==> src/rtl/clz_pkg.sv <==
// Shared types and constants for the CLZ denormaliser pipeline.
// The payload carries the word together with its count and underflow flag.
package clz_pkg;

    localparam int WORD_W     = 64;
    localparam int CNT_W      = 8;
    localparam int NUM_STAGES = 6;

    // Stage k shifts by 32 >> k, the mirror of the CLZ normaliser order.
    localparam int SHIFT_TBL [NUM_STAGES] = '{32, 16, 8, 4, 2, 1};

    typedef struct packed {
        logic [WORD_W-1:0] word;
        logic [CNT_W-1:0]  cnt;
        logic              uflow;
    } payload_t;

endpackage

==> src/rtl/denorm_stage.sv <==
// One conditional logical right shift, optionally followed by an elastic
// valid/ready slot. Count and underflow flag ride along unchanged.
module denorm_stage
    import clz_pkg::*;
#(
    parameter int SHIFT      = 32,
    parameter int CNT_BIT    = 5,
    parameter bit REGISTERED = 1'b1
) (
    input  logic     clk,
    input  logic     reset,
    input  logic     up_valid,
    output logic     up_ready,
    input  payload_t up_data,
    output logic     dn_valid,
    input  logic     dn_ready,
    output payload_t dn_data
);

    payload_t shifted;

    always_comb begin
        shifted = up_data;
        if (up_data.cnt[CNT_BIT]) begin
            shifted.word = up_data.word >> SHIFT;
        end
    end

    generate
        if (REGISTERED) begin : g_reg
            logic     valid_q;
            logic     valid_d;
            payload_t data_q;
            payload_t data_d;

            // The slot can take a new item when empty or when its item leaves now.
            assign up_ready = ~valid_q | dn_ready;

            always_comb begin
                valid_d = valid_q;
                data_d  = data_q;
                if (up_ready) begin
                    valid_d = up_valid;
                    if (up_valid) begin
                        data_d = shifted;
                    end
                end
            end

            always_ff @(posedge clk) begin
                if (reset) begin
                    valid_q <= 1'b0;
                    data_q  <= '0;
                end else begin
                    valid_q <= valid_d;
                    data_q  <= data_d;
                end
            end

            assign dn_valid = valid_q;
            assign dn_data  = data_q;
        end else begin : g_comb
            assign up_ready = dn_ready;
            assign dn_valid = up_valid;
            assign dn_data  = shifted;
        end
    endgenerate

endmodule

==> src/rtl/clz_denorm_pipe.sv <==
// Reconstructs a word from its normalised form and leading-zero count by a
// logical right shift, built as six elastic conditional-shift stages.
module clz_denorm_pipe
    import clz_pkg::*;
#(
    parameter logic [NUM_STAGES-1:0] REG_MASK = 6'b111111
) (
    input  logic              clk,
    input  logic              reset,
    input  logic              i_VALID,
    output logic              o_READY,
    input  logic [WORD_W-1:0] i_WORD,
    input  logic [CNT_W-1:0]  i_RESULT,
    input  logic              i_ZERO,
    output logic              o_VALID,
    input  logic              i_READY,
    output logic [WORD_W-1:0] o_WORD,
    output logic              o_UFLOW
);

    logic     uflow;
    payload_t entry;

    logic     chain_valid [0:NUM_STAGES];
    logic     chain_ready [0:NUM_STAGES];
    payload_t chain_data  [0:NUM_STAGES];

    // Counts of 64 or more shift everything out; a zero source wins over underflow.
    always_comb begin
        uflow       = |i_RESULT[7:6];
        entry.word  = (i_ZERO | uflow) ? '0 : i_WORD;
        entry.cnt   = i_RESULT;
        entry.uflow = uflow & ~i_ZERO;
    end

    assign chain_valid[0]          = i_VALID;
    assign chain_data[0]           = entry;
    assign o_READY                 = chain_ready[0];
    assign chain_ready[NUM_STAGES] = i_READY;

    generate
        for (genvar gi = 0; gi < NUM_STAGES; gi++) begin : g_stage
            denorm_stage #(
                .SHIFT      (SHIFT_TBL[gi]),
                .CNT_BIT    (NUM_STAGES - 1 - gi),
                .REGISTERED (REG_MASK[gi])
            ) u_stage (
                .clk      (clk),
                .reset    (reset),
                .up_valid (chain_valid[gi]),
                .up_ready (chain_ready[gi]),
                .up_data  (chain_data[gi]),
                .dn_valid (chain_valid[gi+1]),
                .dn_ready (chain_ready[gi+1]),
                .dn_data  (chain_data[gi+1])
            );
        end
    endgenerate

    assign o_VALID = chain_valid[NUM_STAGES];
    assign o_WORD  = chain_data[NUM_STAGES].word;
    assign o_UFLOW = chain_data[NUM_STAGES].uflow;

endmodule

==> config.mk <==
export PLATFORM = sky130hd
export DESIGN_NAME = clz_denorm_pipe
export DESIGN_NICKNAME = d
export VERILOG_FILES = /design/src/rtl/clz_pkg.sv /design/src/rtl/denorm_stage.sv /design/src/rtl/clz_denorm_pipe.sv
export SDC_FILE = /design/constraint.sdc
export NUM_CORES = 1
export LEC_CHECK = 0
export BUFFER_PORTS_ARGS = -buffer_cell sky130_fd_sc_hd__buf_2
export CORE_ASPECT_RATIO = 0.9
export CORE_MARGIN = 1.5
export CORE_UTILIZATION = 55
export DETAILED_ROUTE_END_ITERATION = 10
export HOLD_SLACK_MARGIN = 0.1
export PLACE_DENSITY = 0.74
export SYNTH_ARGS = -nofsm -noshare
export SYNTH_HDL_FRONTEND = slang
export SYNTH_SLANG_ARGS = --single-unit
==> constraint.sdc <==
create_clock -name clk -period 2.6 [get_ports clk]
set_input_delay 0.13 -clock clk [delete_from_list [all_inputs] [get_ports clk]]
set_output_delay 0.13 -clock clk [all_outputs]
set_load 0.03 [all_outputs]
# Word level (Yosys, flattened, before mapping)
# Index checks and enable logic that the tools add are counted.
# W data, S select, Z words.
# totals
reg_bits	411
in_bits	77
out_inout_bits	67
word_cells	52
# classes
mux	7
n_bitwise	15
n_reduce_logical	7
# op_table
operator	count
$mux W64	7
$reduce_and A2 Y1	6
$not A1 Y1	7
$or A1 B1 Y1	7
$reduce_or A2 Y1	1
$and A1 B1 Y1	1

# Longest topological paths before layout
# Gate-level depths: netlist of run 1.
# logic_depth
word_depth	8
depth_mapped	7

# By module
# A second synthesis of run 1 with hierarchy kept.
# hier_totals
cells_unflattened	1733
area_unflattened_um2	20653.6
# modules_own_cells
module	instances	cells_each	area_per_inst_um2
denorm_stage (g_stage[3].u_stage)	1	266	3395.8
denorm_stage (g_stage[5].u_stage)	1	261	3390.8
denorm_stage (g_stage[2].u_stage)	1	274	3291.9
denorm_stage (g_stage[0].u_stage)	1	303	3233.1
denorm_stage (g_stage[1].u_stage)	1	281	3141.8
denorm_stage (g_stage[4].u_stage)	1	262	3071.7
clz_denorm_pipe	1	86	1128.6

# Worst setup path before layout of run 1
# OpenSTA, ideal clock, no wires.
# synth_timing
kind	register to register
start	reg g_stage[5].u_stage.g_reg.valid_q
end	reg g_stage[1].u_stage.g_reg.data_q, in the netlist g_stage[1].u_stage.dn_data[49]
arrival_ns	1.627
slack_ns	0.852
stages_incl_launch_ff	6
path_buffers	2
period_less_slack_ns	1.748
path_cell_list	dfxtp_1 nand2b_1 buf_2 o31ai_4 buf_6 mux2_2
# synth_between
elab_chain_cells	7
# synth_lines
element	line_no	rtl
start, declared	denorm_stage.sv:31	logic valid_q;
start signal, assigned	denorm_stage.sv:55	valid_q <= valid_d;
$not A1 Y1	denorm_stage.sv:37	assign up_ready = ~valid_q | dn_ready;
$or A1 B1 Y1 (5 in a row)	denorm_stage.sv:37	
$reduce_and A2 Y1 (no line)	-	
end signal, assigned	denorm_stage.sv:56	data_q <= data_d;
end, declared	denorm_stage.sv:33	payload_t data_q;
# Every way passes these cells.
# A chain may end at the register's enable or synchronous reset.

# Worst setup path in the final report of run 1
# layout_timing
start	reg g_stage[5].u_stage.g_reg.valid_q
end	reg g_stage[4].u_stage.g_reg.data_q, in the netlist g_stage[4].u_stage.dn_data[28]
# layout_between
elab_chain_cells	4
# layout_lines
element	line_no
$not A1 Y1	denorm_stage.sv:37
$or A1 B1 Y1 (2 in a row)	denorm_stage.sv:37
$reduce_and A2 Y1 (no line)	-
end signal, assigned	denorm_stage.sv:56
end, declared	denorm_stage.sv:33
# Every way passes these cells.

==> metrics, run 1 <==
Syn Nets=2136; Mapped Area=20100 um2; GPL Wtd Cong=0.945; r2r startpoint=g_stage[5].u_stage.dn_valid; Initial Utilization=0.558; residual DRC count=0; remaining antenna violation count=0; row count=66; share of layout cells above drive strength 1=0.199; Final Critical Period=2.08 ns; vias in the first global route=13700; Root Buffer=clkbuf_16; post-synth cell types=34; startpoint types=flop; Core ar.=36100 um2; relative slew slack=0.113; Final period util=0.798; Hold Buf Count CTS=73; Avg Synthesized Cell Area=9.78 um2; Crit Path Class=reg2reg; initial drt markers=957; global-route wire length before repair=73500 um; Vias per Instance=5.60; Max-Cap Viols=0; Seq cells post-synth=411; initial antenna violation count=1; LEAKAGE=7.72 nW; post-DP HPWL=29900 um; Crit Path Max Fanout=62; NumNets Final=2161; multiplexer share of the synthesized area=0.243; Max Freq=482 MHz; via count=14500; RSZ-0062 raised after global routing=false; Post-Synth Adder-Cell Area=0; area leader, netlist=dfxtp_1; DIE AREA=37800 um2; CP startpoint=g_stage[5].u_stage.dn_valid; Simple-Gate Fraction of Synth Area=0.0963; Clock Skew=0.0235 ns; Setup WS pre-CTS=0.571 ns; CTS tree=done; Die H=185 um; Seq/Total Area, Yosys=0.408; post-synth top area share=0.408; total wire length=45100 um; Buffers on Ports=143; CTS max path bufs=3; VDD IR-drop max=0.000434 V; top cells by area, synth=dfxtp_1, mux2i_1, a211oi_1; Fin. Hold Viols=0; Reg2Reg Setup Slack=0.52 ns; setup TNS=0 ns; die span in x=205 um; largest net degree at the start of global routing=109; warnings from Yosys=0; Num CTS Buffers=43; post-route setup slack=0.525 ns; DP Area=20500 um2; setup bufs post-CTS=0; post-route cell area=22600 um2; area delta synth->final=12.2%; GR Util All Layers=0.235; end point of the critical path=g_stage[4].u_stage.dn_data[28]; Pwr per Cell Area=592 nW/um2; RR Endpoint=g_stage[4].u_stage.dn_data[28]; Worst Tran Pin Value=1.33 ns; WL/cell=17.4 um; post_cts resized=0; worst hold path type=in2reg; status=complete, no violations; crit end category=flop; TritonCTS Sinks=411; Synth Area in XOR/XNOR=0; Boundary Pins=144; Total Power=13.4 mW; Crit path required time=2.95 ns; Synth Area in Compound Gates=0.168; GRT overflow=0; fin. max-slew vios=0; H-tree Lvls=2; DR pass1 iterations=5; Post-Synthesis Cells=2059; clock-pin slew on the worst setup and hold paths=0.06 ns; Clk Latency, worst-skew pair=0.55 ns; largest family of logic cells by synthesized area=multiplexers; R2R depth=3; final setup fails=0; CP arrival=2.43 ns
[kinds of logic (layout without fill, tap and decap cells)]
group	after synthesis	after routing
compound gates	521	521
mux	472	472
flops	411	411
buf+inv	333	389
simple gates	322	322
other cells	0	1
[area by class of cell]
type | count | area, um2
clock buffer | 70 | 1300
sequential | 411 | 8250
fill | 2921 | 13500
antenna | 1 | 2.50
multi-input combinational | 1315 | 10300
inverter | 61 | 229
clock inverter | 6 | 67.6
timing repair buffer | 252 | 1890
tap | 476 | 596
[through the flow]
step / hold slack [ns] / instances / utilization
3_5_place_dp: 0.408 / 2442 / 0.568
2_1_floorplan: 0.259 / 2059 / -
6_report: 0.190 / 2592 / 0.626
3_3_place_gp: 0.411 / 2442 / 0.568
5_1_grt: 0.191 / 2592 / 0.626
4_1_cts: 0.140 / 2591 / 0.626
[sequential cells by signal, indices dropped and copies added (netlist names)]
name                      flops
g_stage.u_stage.dn_data     405
g_stage.u_stage.dn_valid      6
[worst max-delay path, stage by stage (launching register included)]
cell and delay (ns):
dfxtp_1 0.38, and3b_1 0.27, nor2_4 0.99, a211oi_1 0.19
[power by group]
| group | internal [mW] | leakage, nW | switching, mW |
|---|---|---|---|
| registers | 6.43 | 3.33 | 0.112 |
| clock network | 3.42 | 0.669 | 2.47 |
| logic | 0.445 | 3.72 | 0.503 |
[cells in the final DEF (no fill, tap or decap), drive strengths merged]
cell and instances:
and3 1, nand3 7, inv 62, nor2 54, nand4b 9, and3b 1
nor4 1, a31oi 1, diode 1, buf 179, mux2 136, or3b 24
nor2b 49, dfxtp 411, nand3b 33, clkbuf 70, clkinv 5, a21oi 204
nand2 32, nand2b 109, o31a 1, o21a 1, dlygate4sd3 73, o21ai 16
o31ai 1, a211oi 297, or2 1, and4b 1, mux2i 336
[Yosys cell counts (all sizes together)]
library cell	instances
o21ai	16
nand3b	33
nand2	32
dfxtp	411
o21a	1
nand2b	109
nor4	1
and4b	1
o31a	1
nor2b	49
a31oi	1
or3b	24
and3b	1
a211oi	297
mux2	136
buf	183
nand4b	9
inv	61
a21oi	204
o31ai	1
nor2	54
and3	1
nand3	7
clkbuf	89
mux2i	336
or2	1
[worst min-delay path by stage]
stage	start	endpoint	slack, ns	cells after the start
floorplan	i_VALID	g_stage[0].u_stage.dn_valid	0.26	2
global placement	i_RESULT[4]	g_stage[0].u_stage.dn_data[5]	0.41	3
detailed placement	i_RESULT[2]	g_stage[0].u_stage.dn_data[3]	0.41	3
CTS	reset	g_stage[2].u_stage.dn_data[53]	0.14	2
global route	reset	g_stage[2].u_stage.dn_data[53]	0.19	2
finish	reset	g_stage[2].u_stage.dn_data[53]	0.19	2
[routing by layer]
| metal | track usage | routed length, um | share of wire | up-vias |
|---|---|---|---|---|
| met5 | 0 | 0 | 0 | - |
| met4 | 0.0679 | 1080 | 0.024 | 0 |
| met3 | 0.0288 | 1630 | 0.036 | 75 |
| met2 | 0.351 | 19300 | 0.43 | 295 |
| met1 | 0.353 | 23100 | 0.51 | 6727 |
| li1 | - | - | - | 7413 |
No activity file was read; power rests on OpenSTA's default activity.
==> inputs of run 2 (changes only) <==
Settings changed: ABC_AREA set to 1.
Clock period 2.6 ns to 1.94 ns, I/O delays scaled along.
==> run 2 against run 1 <==
- clock skew is 0.013 ns lower
- critical path depth increased by 2
- synthesized area decreased by 6.6%
- global-route usage grew 1.1 points
- via count rose by 18%
- critical path type is now reg2out
==> metrics, run 2 <==
post-route setup slack=0.0746 ns (-0.450 ns); residual DRC count=0 (unchanged); Post-Synthesis Cells=2794 (+36%); startpoint types=flop; Boundary Pins=144 (unchanged); VDD IR-drop max=0.000609 V (+40%); Clock Skew=0.0107 ns (-0.0128 ns); GPL Wtd Cong=0.864 (-8.6%); Worst Tran Pin Value=0.638 ns (-0.689 ns); final core utilization=0.639 (+0.0121); Num CTS Buffers=42 (-2.3%); critical path's slowest cell=dfxtp_1; row count=64 (-3.0%); CTS tree=done; r2r startpoint=g_stage[5].u_stage.dn_valid; Post-synth top cells=nand2_1, nor2_1, dfxtp_1; status=complete, no violations; hold wc startpoint=i_RESULT[6]; max FFs per register=405 (unchanged); Max Freq=536 MHz; largest family of logic cells by synthesized area=simple AND/OR/NAND/NOR gates; Final period util=0.962; CTS max path bufs=3 (unchanged); Vias per Instance=5.18 (-7.5%); Max-Cap Viols=0 (unchanged); Crit Path Class=reg2out; share of layout cells above drive strength 1=0.0977 (-0.101); CP cell instances=nand3_2, nor2_8, nand4_4, buf_16, buf_2; EDFF count, synth=0 (unchanged); Simple-Gate Fraction of Synth Area=0.301 (+0.205); die span in x=198 um (-3.3%); Synth Area in XOR/XNOR=0 (unchanged); initial drt markers=1349 (+41%); Clk Latency, worst-skew pair=0.53 ns (-0.02 ns); CP arrival=1.77 ns (-0.66 ns); DIE AREA=35300 um2 (-6.5%); Crit Path Max Fanout=18 (-71%); Root Buffer=clkbuf_16; most frequent cells in the layout=nand2_1, nor2_1, dfxtp_1; Fin. Hold Viols=0 (unchanged); initial antenna violation count=0 (-1); Seq cells post-synth=411 (unchanged); CP startpoint=g_stage[5].u_stage.dn_valid; NumNets Final=2890 (+34%); Pwr per Cell Area=897 nW/um2 (+51%); Main synth FF type=dfxtp_1; vias in the first global route=15000 (+9.6%); Avg Synthesized Cell Area=6.74 um2 (-31%); relative slew slack=0.575 (+0.462); crit end category=output pin; largest net degree at the start of global routing=129 (+18%); Seq/Total Area, Yosys=0.437 (+0.0287); antenna cells=0 (-1); final setup fails=0 (unchanged); TritonCTS Sinks=411 (unchanged); GRT overflow=0 (unchanged); global-route wire length before repair=73600 um (+0.20%); Sw Pwr=4.57 mW (+48%); warnings from Yosys=0 (unchanged); post-synth cell types=22 (-35%); clock-pin slew on the worst setup and hold paths=0.06 ns (about the same); clock group share of total power=0.442 (+0.002); Final Non-Filler Cells=3308 (+28%); Comb power frac=0.091 (+0.020); Post-Synth Adder-Cell Area=0 (unchanged); setup TNS=0 ns (unchanged); commonest non-fill, non-tap cell in the layout=nand2_1; Crit path required time=1.84 ns (-1.11 ns); Buffers on Ports=143 (unchanged); cell family with most CP delay=simple AND/OR/NAND/NOR gates; Reg2Reg Setup Slack=0.21 ns (-0.31 ns); Worst Hold Slack=0.287 ns (+0.0975 ns); Setup WS pre-CTS=0.113 ns (-0.458 ns); Worst Path Buf+Inv=2 (+2); H-tree Lvls=2 (unchanged); post-DP HPWL=28400 um (-4.9%); DP Area=19200 um2 (-6.1%); RSZ-0062 raised after global routing=false; worst hold path type=in2reg; DR pass1 iterations=6 (+1); Syn Nets=2871 (+34%); LEAKAGE=9.22 nW (+19%); GR Util All Layers=0.246 (+0.0106); post-synth top area share=0.437 (+0.0287); Core ar.=33900 um2 (-6.1%); area delta synth->final=14.9%; Total Power=19.4 mW (+45%); Post-Place Cells=3152 (+29%); via count=17100 (+18%); Mapped Area=18800 um2 (-6.6%); post-route cell area=21600 um2 (-4.3%); Final Critical Period=1.87 ns; Die H=179 um (-3.3%); Post-synth ARST share=0 (unchanged); Synth Area in Compound Gates=0.148 (-0.0202); top cells by area, synth=dfxtp_1, nand2_1, nor2_1; fin. max-slew vios=0 (unchanged); area leader, netlist=dfxtp_1; remaining antenna violation count=0 (unchanged); count leader, synth=nand2_1; Critical Path Max Stage Delay=0.36 ns (-0.63 ns); Sw Ratio=0.236 (+0.00511); Reg power frac=0.467 (-0.022); total wire length=43700 um (-3.2%); Internal=14.8 mW (+44%); WL/cell=13.2 um (-24%); multiplexer share of the synthesized area=0.0255 (-0.217); Initial Utilization=0.556 (-0.00251)
==> run 2: cell types whose count changed in the layout (fill, tap and decap cells not counted), moves of 119 or more <==
cell      delta
nand3_1    +119
nor2_1     +431
nand2_1    +809
mux2_2     -134
a31oi_1    +124
o21ai_0    +299
a211oi_1   -297
mux2i_1    -288
==> run 2: cell type report <==
cell class / count / area, um2
Fill cell: 3000 / 12200
Tap cell: 462 / 578
Multi-Input combinational cell: 2026 / 8940
Inverter: 69 / 270
Clock buffer: 65 / 1350
Sequential cell: 411 / 8230
Clock inverter: 12 / 164
Timing Repair Buffer: 263 / 2090
==> run 2: final timing paths <==
check                                         to  cells past startpoint
setup reg to reg  g_stage[0].u_stage.dn_data[31]                      8
setup / recovery                         o_READY                      5
hold reg to reg    g_stage[0].u_stage.dn_data[4]                      2
hold / removal    g_stage[0].u_stage.dn_data[18]                      9
==> run 2: power by group through the flow <==
stage                     Sequential, mW  Combinational, mW  Clock [mW]
after detailed placement            9.23               1.62           0
after floorplan                     9.14               1.27           0
after CTS                           9.05               1.74        8.70
after global routing                9.09               2.01        9.05
after global placement              9.22               1.59           0
final                               9.05               1.77        8.57
==> run 2: logic make-up (layout without fill, tap and decap cells) <==
logic type | Yosys count | after routing
flops | 411 | 411
simple gates | 1454 | 1454
compound gates | 524 | 524
mux | 48 | 48
buf+inv | 357 | 409
==> run 2: timing repair <==
item / 4_1_cts / 5_1_grt
setup endpoints to repair: 1 / 7
cloned: 3 / 0
hold buffers: 75 / 0
setup buffers: 1 / 0
resized for setup: 1 / 2
endpoints found under the hold margin: 130 / 0
==> run 2: layer usage <==
metal,up-vias,track usage,part of all wire
li1,8984,-,-
met2,478,0.378,0.42
met1,7589,0.362,0.50
met5,-,0,0
met3,78,0.0306,0.054
met4,0,0.0674,0.023
==> run 2: worst min-delay path, cell delays in order <==
cell and delay, ns:
buf_2 0.08, nor2_1 0.03, nand2_1 0.06, inv_1 0.04
buf_4 0.21, nand2_1 0.09, nand3_1 0.07, nand2_1 0.06
nor2_1 0.03
